### config.mk
export PLATFORM = sky130hd
export DESIGN_NAME = arf_arbiter
export DESIGN_NICKNAME = d
export VERILOG_FILES = /design/src/rtl/arf_arbiter.sv
export SDC_FILE = /design/constraint.sdc
export NUM_CORES = 1
export LEC_CHECK = 0
export CAP_MARGIN = 15
export CORE_MARGIN = 2
export CORE_UTILIZATION = 35
export CTS_CLUSTER_SIZE = 14
export DETAILED_ROUTE_END_ITERATION = 12
export PLACE_DENSITY = 0.92
export SLEW_MARGIN = 10
export SYNTH_ARGS = -nofsm -noshare
export SYNTH_HDL_FRONTEND = slang
export SYNTH_SLANG_ARGS = --single-unit
### constraint.sdc
create_clock -name clk -period 3.97 [get_ports clk]
set_clock_uncertainty 0.05 [all_clocks]
set_input_delay 0.5955 -clock clk [delete_from_list [all_inputs] [get_ports clk]]
set_output_delay 0.5955 -clock clk [all_outputs]
set_load 0.01 [all_outputs]
### src/rtl/arf_arbiter.sv
// arf_arbiter: round-robin arbiter sharing the single-port address register
// file among NUM_REQ requesters. One access is accepted per cycle and drives
// the registered ARF port. In-flight reads carry the issuing requester's
// index through a tag pipeline so each response strobes only that requester.
module arf_arbiter #(
    parameter int NUM_REQ       = 2,
    parameter int ARF_ADDRWIDTH = 5,
    parameter int ARF_DATAWIDTH = 36,
    parameter int READ_DELAY    = 2
) (
    input  logic                               clk,
    input  logic                               rst,
    input  logic [NUM_REQ-1:0]                 req_valid_i,
    output logic [NUM_REQ-1:0]                 req_ready_o,
    input  logic [NUM_REQ-1:0]                 req_we_i,
    input  logic [NUM_REQ*ARF_ADDRWIDTH-1:0]   req_addr_i,
    input  logic [NUM_REQ*ARF_DATAWIDTH-1:0]   req_din_i,
    output logic [NUM_REQ-1:0]                 rsp_valid_o,
    output logic [ARF_DATAWIDTH-1:0]           rsp_data_o,
    output logic                               arf_en_o,
    output logic                               arf_we_o,
    output logic [ARF_ADDRWIDTH-1:0]           arf_addr_o,
    output logic [ARF_DATAWIDTH-1:0]           arf_din_o,
    input  logic [ARF_DATAWIDTH-1:0]           arf_dout_i
);

    localparam int IDX_W = (NUM_REQ > 1) ? $clog2(NUM_REQ) : 1;

    // Arbitration state and grant decode
    logic [IDX_W-1:0]         ptr_r;
    logic [NUM_REQ-1:0]       grant_s;
    logic [IDX_W-1:0]         grant_idx_s;
    logic                     accept_s;

    // Registered ARF port and the tag of the access currently on it
    logic                     arf_en_r;
    logic                     arf_we_r;
    logic [ARF_ADDRWIDTH-1:0] arf_addr_r;
    logic [ARF_DATAWIDTH-1:0] arf_din_r;
    logic [IDX_W-1:0]         arf_tag_r;

    // Read-tracking pipeline; the extra output register lines the strobe up
    // with the cycle in which the RAM presents its data.
    logic [READ_DELAY-1:0]    pipe_vld_r;
    logic [IDX_W-1:0]         pipe_tag_r [READ_DELAY];
    logic [NUM_REQ-1:0]       rsp_valid_r;

    // Round-robin scan starting one past the last granted requester
    always_comb begin
        logic [IDX_W-1:0] cand_v;
        grant_s     = {NUM_REQ{1'b0}};
        grant_idx_s = {IDX_W{1'b0}};
        accept_s    = 1'b0;
        cand_v      = {IDX_W{1'b0}};
        if (!rst) begin
            for (int i = 1; i <= NUM_REQ; i++) begin
                cand_v = IDX_W'((int'(ptr_r) + i) % NUM_REQ);
                if (!accept_s && req_valid_i[cand_v]) begin
                    accept_s        = 1'b1;
                    grant_idx_s     = cand_v;
                    grant_s[cand_v] = 1'b1;
                end else begin
                    accept_s = accept_s;
                end
            end
        end else begin
            accept_s = 1'b0;
        end
    end

    // Move the priority pointer to the winner only when an access is accepted
    always_ff @(posedge clk) begin
        if (rst) begin
            ptr_r <= IDX_W'(NUM_REQ - 1);
        end else if (accept_s) begin
            ptr_r <= grant_idx_s;
        end else begin
            ptr_r <= ptr_r;
        end
    end

    // Launch the accepted access onto the ARF port; address/data hold when idle
    always_ff @(posedge clk) begin
        if (rst) begin
            arf_en_r   <= 1'b0;
            arf_we_r   <= 1'b0;
            arf_addr_r <= {ARF_ADDRWIDTH{1'b0}};
            arf_din_r  <= {ARF_DATAWIDTH{1'b0}};
            arf_tag_r  <= {IDX_W{1'b0}};
        end else if (accept_s) begin
            arf_en_r   <= 1'b1;
            arf_we_r   <= req_we_i[grant_idx_s];
            arf_addr_r <= req_addr_i[grant_idx_s*ARF_ADDRWIDTH +: ARF_ADDRWIDTH];
            arf_din_r  <= req_din_i[grant_idx_s*ARF_DATAWIDTH +: ARF_DATAWIDTH];
            arf_tag_r  <= grant_idx_s;
        end else begin
            arf_en_r   <= 1'b0;
            arf_we_r   <= 1'b0;
        end
    end

    // Shift issued reads through the tag pipeline, flushing on reset
    always_ff @(posedge clk) begin
        if (rst) begin
            pipe_vld_r <= {READ_DELAY{1'b0}};
            for (int i = 0; i < READ_DELAY; i++) begin
                pipe_tag_r[i] <= {IDX_W{1'b0}};
            end
        end else begin
            pipe_vld_r[0] <= arf_en_r & ~arf_we_r;
            pipe_tag_r[0] <= arf_tag_r;
            for (int i = 1; i < READ_DELAY; i++) begin
                pipe_vld_r[i] <= pipe_vld_r[i-1];
                pipe_tag_r[i] <= pipe_tag_r[i-1];
            end
        end
    end

    // Decode the pipeline tail into a one-cycle strobe for the issuing requester
    always_ff @(posedge clk) begin
        if (rst) begin
            rsp_valid_r <= {NUM_REQ{1'b0}};
        end else begin
            rsp_valid_r <= {NUM_REQ{1'b0}};
            if (pipe_vld_r[READ_DELAY-1]) begin
                rsp_valid_r[pipe_tag_r[READ_DELAY-1]] <= 1'b1;
            end else begin
                rsp_valid_r <= {NUM_REQ{1'b0}};
            end
        end
    end

    assign req_ready_o = grant_s;
    assign rsp_valid_o = rsp_valid_r;
    assign rsp_data_o  = arf_dout_i;
    assign arf_en_o    = arf_en_r;
    assign arf_we_o    = arf_we_r;
    assign arf_addr_o  = arf_addr_r;
    assign arf_din_o   = arf_din_r;

endmodule

### Word level (Yosys, flattened, before mapping)

Memory sizes are Yosys's and may differ from the RTL's.
Cells that the tools add are included.
W data, S select, Z words.

* add/subtract/negate cells: 2
* multiply operators: 2
* $lt $le $gt $ge: 7
* shifts and indexed selects: 2
* multiplexer cells: 29
* bitwise operators: 7
* reduce and logical (&&, ||, !) cells: 7

Operator list (number)
* $shiftx A72 B8 Y36: 1
* $mux W1: 22
* $shiftx A10 B5 Y5: 1
* $lt A1 B2 Y1 const B: 4
* $mux W2: 4
* $mul A1 B4 Y5 const B: 1
* $logic_and A1 B1 Y1: 4
* $mul A1 B3 Y4 const B: 1
* $reduce_or A2 Y1: 2
* $demux W1 S1: 3
* $ge A1 B1 Y1 const B: 3
* $not A1 Y1: 3
* $add A1 B1 Y1 const B: 2
* $or A1 B1 Y1: 2
* $or A2 B2 Y2: 1
* $and A1 B1 Y1: 1
* $logic_not A1 Y1: 1

* register bits: 49
* bits in writable memories: 2
* logic and storage cells: 65
* memories: 1

Memory list
* pipe_tag_r: depth 2, width 1, rd ports 2, clocked after memory_dff 0, wr ports 2, RTL line 45 `logic [IDX_W-1:0] pipe_tag_r [READ_DELAY];`

### Logic depth before layout (Yosys ltp)

Gate-level depths: netlist of the first run.

* word-level depth: 11
* depth in mapped cells: 6
* mapped depth without buffers: 3

### Least setup slack after synthesis of the first run

OpenSTA, ideal clock, no wires.

* path type: input port to output port
* start point: input port req_valid_i[1]
* end point: output port req_ready_o[0]
* arrival: 1371 ps
* data required time: 3324 ps
* path slack: 1954 ps
* stages: 4
* buffers on the path: 2
* cells stage by stage: buf_2 clkbuf_1 nor2b_1 nor3b_1

* cells in the longest elaborated chain, start to end: 8
* elaborated cells between the ends (all ways): 13

RTL lines
* from (decl): RTL line 13 `input logic [NUM_REQ-1:0] req_valid_i,`
* $mux W1 (not written as such) (2 in series): RTL line 58 `if (!accept_s && req_valid_i[cand_v]) begin`
* $mux W1: RTL line 58
* $mux W1: RTL line 55 `if (!rst) begin`
* $logic_not A1 Y1: RTL line 58
* $logic_and A1 B1 Y1: RTL line 58
* $mux W2 *: RTL line 58
* $mux W2 *: RTL line 55
* to (decl): RTL line 14 `output logic [NUM_REQ-1:0] req_ready_o,`

Every way passes the cells marked *; elsewhere a longest branch is shown, timed or not. The select of a mux whose other input is x is not followed.

### Worst setup path in the final report of the first run

* start point: input port req_valid_i[1]
* end point: output port req_ready_o[1]

The elaborated chain is that of the path after synthesis.

==> results of run 1 <==
[final timing paths]
kind,slack [ps],end
min reg2reg,370,rsp_valid_o[0]
max reg2reg,2390,arf_din_o[2]
min,370,rsp_valid_o[0]
max,980,req_ready_o[1]
[per-stage QoR]
step	utilization [%]	power [mW]	instances	setup WS (ps)	instance area [sq um]
after global placement	52.44	0.8761	429	997.8	3582
final	54.08	1.234	437	977.3	3695
after global routing	54.08	1.290	437	882.0	3695
after CTS	54.08	1.247	437	959.9	3695
after detailed placement	52.44	0.8852	429	973.5	3582
after floorplan	-	0.7339	257	1954	2497
[cells in the mapped netlist (all sizes together) (2+ instances only)]
cell | number | area (sq um)
clkbuf | 18 | 67.56
a221o | 41 | 410.4
clkinv | 6 | 22.52
inv | 35 | 131.4
buf | 45 | 346.6
nor2 | 2 | 10.01
a2111oi | 41 | 359.1
nor3b | 3 | 22.52
nor2b | 5 | 38.78
dfxtp | 51 | 1021
[flip-flops by register name (all words and copies together), names as in the netlist]
signal,count
arf_tag_r,1
arf_din_o,36
pipe_tag_r,2
rsp_valid_o,2
arf_addr_o,5
arf_en_o,1
arf_we_o,1
pipe_vld_r,2
ptr_r,1
[layer usage]
metal  share of wire [%]  vias to the layer above  GRT usage (%)
li1                    -                     1098              -
met1                  41                     1134          21.51
met2                  50                      117          32.60
met3                 7.7                       14          4.291
met4                 1.4                        0          5.923
met5                   0                        -              0
[power by group through the flow]
stage | Clock [mW] | Sequential [mW] | Combinational [mW]
after floorplan | 0 | 0.603 | 0.131
after global placement | 0 | 0.588 | 0.288
after detailed placement | 0 | 0.588 | 0.297
after CTS | 0.371 | 0.578 | 0.299
after global routing | 0.390 | 0.582 | 0.318
final | 0.359 | 0.578 | 0.297
[cell families (layout without fill, tap and decap cells)]
group / after synthesis / after routing / synth area share, %
simple gates: 16 / 16 / 4.358
buf+inv: 104 / 188 / 22.74
flops: 51 / 51 / 40.88
compound gates: 86 / 86 / 32.01
[layout by cell type, fill, tap and decap left out]
master / Yosys / routed
clkdlybuf4s50_1: 0 / 133
dfxtp_1: 51 / 51
a2111oi_0: 41 / 41
a221o_1: 41 / 41
inv_1: 26 / 26
inv_2: 9 / 9
clkinv_1: 6 / 6
clkbuf_8: 0 / 5
buf_4: 36 / 5
nor2b_1: 4 / 4
nor3b_1: 3 / 3
nand2_1: 1 / 1
nor2b_4: 1 / 1
and2_4: 1 / 1
nor3_2: 0 / 1
nor2_2: 1 / 1
o21ai_1: 1 / 1
nand2b_1: 1 / 1
nor2_1: 1 / 1
nand3_1: 1 / 1
a21bo_1: 1 / 1
a21boi_1: 1 / 1
a21o_1: 1 / 1
and3b_1: 1 / 1
bufinv_16: 0 / 1
clkinv_4: 0 / 1
clkinv_2: 0 / 1
buf_2: 4 / 1
[layout make-up]
type | count | area (sq um)
clock inverters | 3 | 43.79
inverters | 41 | 153.9
fillers | 632 | 3137
repair buffers | 139 | 1374
flip-flops and latches | 51 | 1021
clock buffers | 5 | 68.82
multi-input cells | 102 | 913.4
well taps | 96 | 120.1
[worst reg2reg max path, cell delays in order (launching register included)]
cell	delay, ps
dfxtp_1	370
nand2_1	80
buf_4	260
a2111oi_0	590
a221o_1	190
==> run_results.csv, run 1 <==
group,metric,value,unit
synth,post_synth_num_cell_types,25,
drt,vias,2363,
drt,drc_errors,0,
drt,drt-initial-drc-count,95,
clocking,cts_resized,0,
timing,final.setup.tns,0,ps
clocking,ctsHoldBuffers,0,
clocking,cts_root_buf,"clkbuf_8",
drt,first_pass_iters,4,
synth,syn_inst,257,
place,dpl.hpwl,5.408,mm
timing,worst_slew_pin_slew,827.6,ps
cells_and_area,nNetsFinal,464,
outcome,status,"finished clean",
place,port_buffers,134,
setup_path,r2r-start,"ptr_r",
pwr,p_leak,1.429,nW
pwr,p_per_area,334.0,nW/um^2
setup_path,crit_type,"input pin to output pin",
drt,drt_wl_total,7.727,mm
drt,antenna_left,0,
setup_path,reg2reg_depth,4,
pwr,pwr-share-clk,29.1,%
synth,ys_seq_area_share,40.88,%
clocking,clock-sinks,51,
setup_path,worst-path-buf-inv,2,
pwr,p_comb_share,24.0,%
floorplan,dieArea,7827,sq um
timing,rsz0062_at_grt,"no",
run,maxCapViolCount,0,
setup_path,worst_path_most_repeated_cell,"clkdlybuf4s50_1",
setup_path,cp_max_fo,43,
synth,async_reset_ff_share,0,%
global_route,gr-total-overflow,0,
floorplan,die_h,88.47,um
setup_path,endpoint_kind,"output pin",
setup_path,crit_chain,"clkdlybuf4s50_1 -> nor2b_4 -> and2_4 -> clkdlybuf4s50_1",
setup_path,start_kind,"input pin",
global_route,grt_util_all_layers,18.24,%
drt,avgViaCountPerCell,5.407,
cells_and_area,n_antenna_cell,0,
synth,ys.warnings.count,0,
pwr,power_switching,0.3097,mW
clocking,cts_tree,"done",
place,place_congestion,0.7441,
setup_path,cp_top_family,"buffers and inverters",
pwr,ir_drop,0.1461,mV
setup_path,critPathLaunch,"req_valid_i[1]",
clocking,clkTransAtPathRegs,100,ps
global_route,grt_max_degree,52,
clocking,post_cts_buffers,0,
floorplan,die_w,88.47,um
pwr,pwr-share-seq,46.8,%
setup_path,slowest_stage,"clkdlybuf4s50_1",
timing,fin_hold_ws,365.4,ps
global_route,grt_pass1_wl,11.32,mm
timing,fin_crit,2993,ps
floorplan,rows,30,
clocking,cts_buffer_depth,2,
synth,synth-edff-count,0,
pwr,p_int,0.9243,mW
timing,fmax,334.2,MHz
worst_hold_path,min_path_type,"register to register",
worst_hold_path,min_path_cells,1,
timing,finalHoldViolCount,0,
cells_and_area,area_growth,47.95,%
synth,netlist_area,2497,sq um
synth,synth-seq-cells,51,
worst_hold_path,worstHoldStart,"pipe_tag_r[0][1]",
global_route,antenna_found_initial,0,
setup_path,crit_cells,4,
clocking,numCtsBuffers,5,
cells_and_area,final_layout_size_suffix_gt1_share,7.918,%
global_route,first_global_vias,2365,
pwr,swShare,25.10,%
setup_path,required,3320,ps
setup_path,slowest_delay,630,ps
floorplan,io_pins,207,
timing,finalCritPeriodShare,75.38,%
floorplan,initial_core_util,36.56,%
clocking,htree_levels,2,
synth,synth_nets,381,
timing,setup_viol,0,
setup_path,arrival,2350,ps
drt,wl_per_cell,17.68,um
floorplan,design.core.area,6832,sq um
timing,slew_viol_final,0,
clocking,clkLatencyLatePin,290,ps
timing,slew_headroom,44.53,%
synth,avgSynthCellArea,9.717,sq um
synth,synth_ff_type,"dfxtp_1",
(Power assumes the default switching activity.)
==> run 2: changes to the inputs <==
--- a/config.mk
+++ b/config.mk
@@ -7,10 +7,10 @@
 export LEC_CHECK = 0
 export CAP_MARGIN = 15
 export CORE_MARGIN = 2
-export CORE_UTILIZATION = 35
+export CORE_UTILIZATION = 29
 export CTS_CLUSTER_SIZE = 14
 export DETAILED_ROUTE_END_ITERATION = 12
-export PLACE_DENSITY = 0.92
+export PLACE_DENSITY = 0.82
 export SLEW_MARGIN = 10
 export SYNTH_ARGS = -nofsm -noshare
 export SYNTH_HDL_FRONTEND = slang
==> constraint.sdc (replaced) <==
create_clock -name clk -period 2.6 [get_ports clk]
set_clock_uncertainty 0.05 [all_clocks]
set_input_delay 0.39 -clock clk [delete_from_list [all_inputs] [get_ports clk]]
set_output_delay 0.39 -clock clk [all_outputs]
set_load 0.01 [all_outputs]
==> run 2 against run 1 <==
- combinational power increased by 55%
- count of clock-buffer cells in the layout unchanged
- flip-flop and latch count unchanged
- worst setup slack got worse by 870 ps
- cell count increased by 3.0%
- via count increased by 3.0%
- clock power increased by 60%
- global-route usage decreased by 2.7 points
==> run_results.csv, run 2 (synthesis results as in run 1) <==
group,metric,value,unit
outcome,status,"finished clean",
worst_hold_path,min_path_type,"register to register",
setup_path,crit_type,"input pin to output pin",
floorplan,io_pins,207,
timing,fmax,401.9,MHz
place,dpl.hpwl,5.363,mm
timing,finalHoldViolCount,0,
setup_path,slowest_stage,"clkdlybuf4s50_1",
timing,finalCritPeriodShare,95.69,%
drt,first_pass_iters,4,
clocking,numCtsBuffers,5,
floorplan,die_w,96.80,um
setup_path,endpoint_kind,"output pin",
setup_path,slowest_delay,520,ps
timing,slew_viol_final,0,
drt,drt_wl_total,7.724,mm
cells_and_area,largest_reg_flops,36,
drt,wl_per_cell,17.16,um
setup_path,crit_chain,"clkdlybuf4s50_1 -> buf_12 -> nor2b_4 -> and2_4 -> clkdlybuf4s50_1",
floorplan,design.core.area,8299,sq um
pwr,power_switching,0.4955,mW
cells_and_area,final_layout_size_suffix_gt1_share,8.986,%
timing,setup_viol,0,
clocking,htree_levels,2,
clocking,cts_buffer_depth,2,
place,port_buffers,134,
pwr,ir_drop,0.2157,mV
cells_and_area,layout_common_cells,"clkdlybuf4s50_1, dfxtp_1, a2111oi_0, a221o_1, inv_1",
timing,final.setup.tns,0,ps
setup_path,required,2160,ps
place,dp.cells,442,
clocking,ctsHoldBuffers,0,
pwr,p_leak,1.450,nW
run,maxCapViolCount,0,
global_route,gr-total-overflow,0,
clocking,cts_tree,"done",
global_route,grt_max_degree,47,
pwr,swShare,25.85,%
setup_path,arrival,2050,ps
global_route,antenna_found_initial,0,
timing,rsz0062_at_grt,"no",
floorplan,initial_core_util,30.09,%
pwr,finalPower,1.917,mW
clocking,clkLatencyLatePin,300,ps
setup_path,start_kind,"input pin",
floorplan,die_h,96.80,um
setup_path,cp_max_fo,46,
global_route,grt_util_all_layers,15.57,%
pwr,pwr-share-clk,30.0,%
drt,antenna_left,0,
clocking,cts_resized,0,
drt,vias,2435,
cells_and_area,fin_cells,450,
global_route,grt_pass1_wl,12.10,mm
clocking,post_cts_buffers,0,
pwr,pwr-share-seq,46.0,%
global_route,first_global_vias,2371,
cells_and_area,final_common_cell,"clkdlybuf4s50_1",
pwr,p_comb_share,24.0,%
pwr,p_int,1.421,mW
place,dp_slack,135.4,ps
clocking,cts_root_buf,"clkbuf_8",
timing,worst_slew_pin_slew,492.1,ps
timing,fin_crit,2488,ps
floorplan,dieArea,9370,sq um
timing,slew_headroom,66.35,%
cells_and_area,area_growth,50.20,%
cells_and_area,n_antenna_cell,0,
timing,setup_ws,112.0,ps
floorplan,rows,33,
clocking,clkTransAtPathRegs,100,ps
setup_path,worst_path_most_repeated_cell,"clkdlybuf4s50_1",
pwr,p_per_area,511.0,nW/um^2
clocking,clock-sinks,51,
drt,avgViaCountPerCell,5.411,
drt,drt-initial-drc-count,88,
place,place_congestion,0.8346,
drt,drc_errors,0,
cells_and_area,nNetsFinal,468,
## run 2: final timing paths
path               startpoint        endpoint  slack, ps  cells after the start
min          pipe_tag_r[0][1]  rsp_valid_o[0]        370                      1
max            req_valid_i[1]  req_ready_o[1]        110                      5
min reg2reg  pipe_tag_r[0][1]  rsp_valid_o[0]        370                      1
max reg2reg             ptr_r   arf_addr_o[2]       1020                      4
## run 2: worst max-delay path, delay by kind of cell
family	cells	cell delay (ps)
and+or+nand+nor	2	350
buffers and inverters	3	1260
## run 2: per-layer routing
layer	vias to the layer above	track usage [%]	routed length [um]
li1	1113	-	-
met1	1148	19.44	3287
met2	139	24.68	3500
met3	35	4.118	609
met4	0	7.909	326
met5	-	0	0
## run 2: power by group through the flow
| stage | Clock (mW) | Combinational (mW) | Sequential (mW) |
|---|---|---|---|
| detailed placement | 0 | 0.460 | 0.898 |
| floorplan | 0 | 0.200 | 0.921 |
| finish | 0.575 | 0.460 | 0.882 |
| global route | 0.629 | 0.492 | 0.889 |
| global placement | 0 | 0.452 | 0.898 |
| CTS | 0.600 | 0.463 | 0.882 |
## run 2: cell type report
type	instances	area, sq um
clock buffers	5	68.82
clock inverters	3	46.29
fillers	774	4548
inverters	41	153.9
multi-input cells	102	913.4
flip-flops and latches	51	1021
well taps	105	131.4
repair buffers	143	1416
## run 2: through the flow
step           hold slack [ps]  area, sq um  util [%]
2_1_floorplan            338.5         2497         -
3_3_place_gp             352.7         3636     43.81
3_5_place_dp             357.2         3636     43.81
4_1_cts                  372.4         3751     45.20
5_1_grt                  395.8         3751     45.20
6_report                 370.8         3751     45.20
==> run 3: changes to the inputs <==
--- a/config.mk
+++ b/config.mk
@@ -8,6 +8,7 @@
 export CAP_MARGIN = 15
 export CORE_MARGIN = 2
 export CORE_UTILIZATION = 29
+export CTS_CLUSTER_DIAMETER = 50
 export CTS_CLUSTER_SIZE = 14
 export DETAILED_ROUTE_END_ITERATION = 12
 export PLACE_DENSITY = 0.82
==> results of run 3 <==
Same layout as run 2: the final DEF is identical, and so are final timing and power.
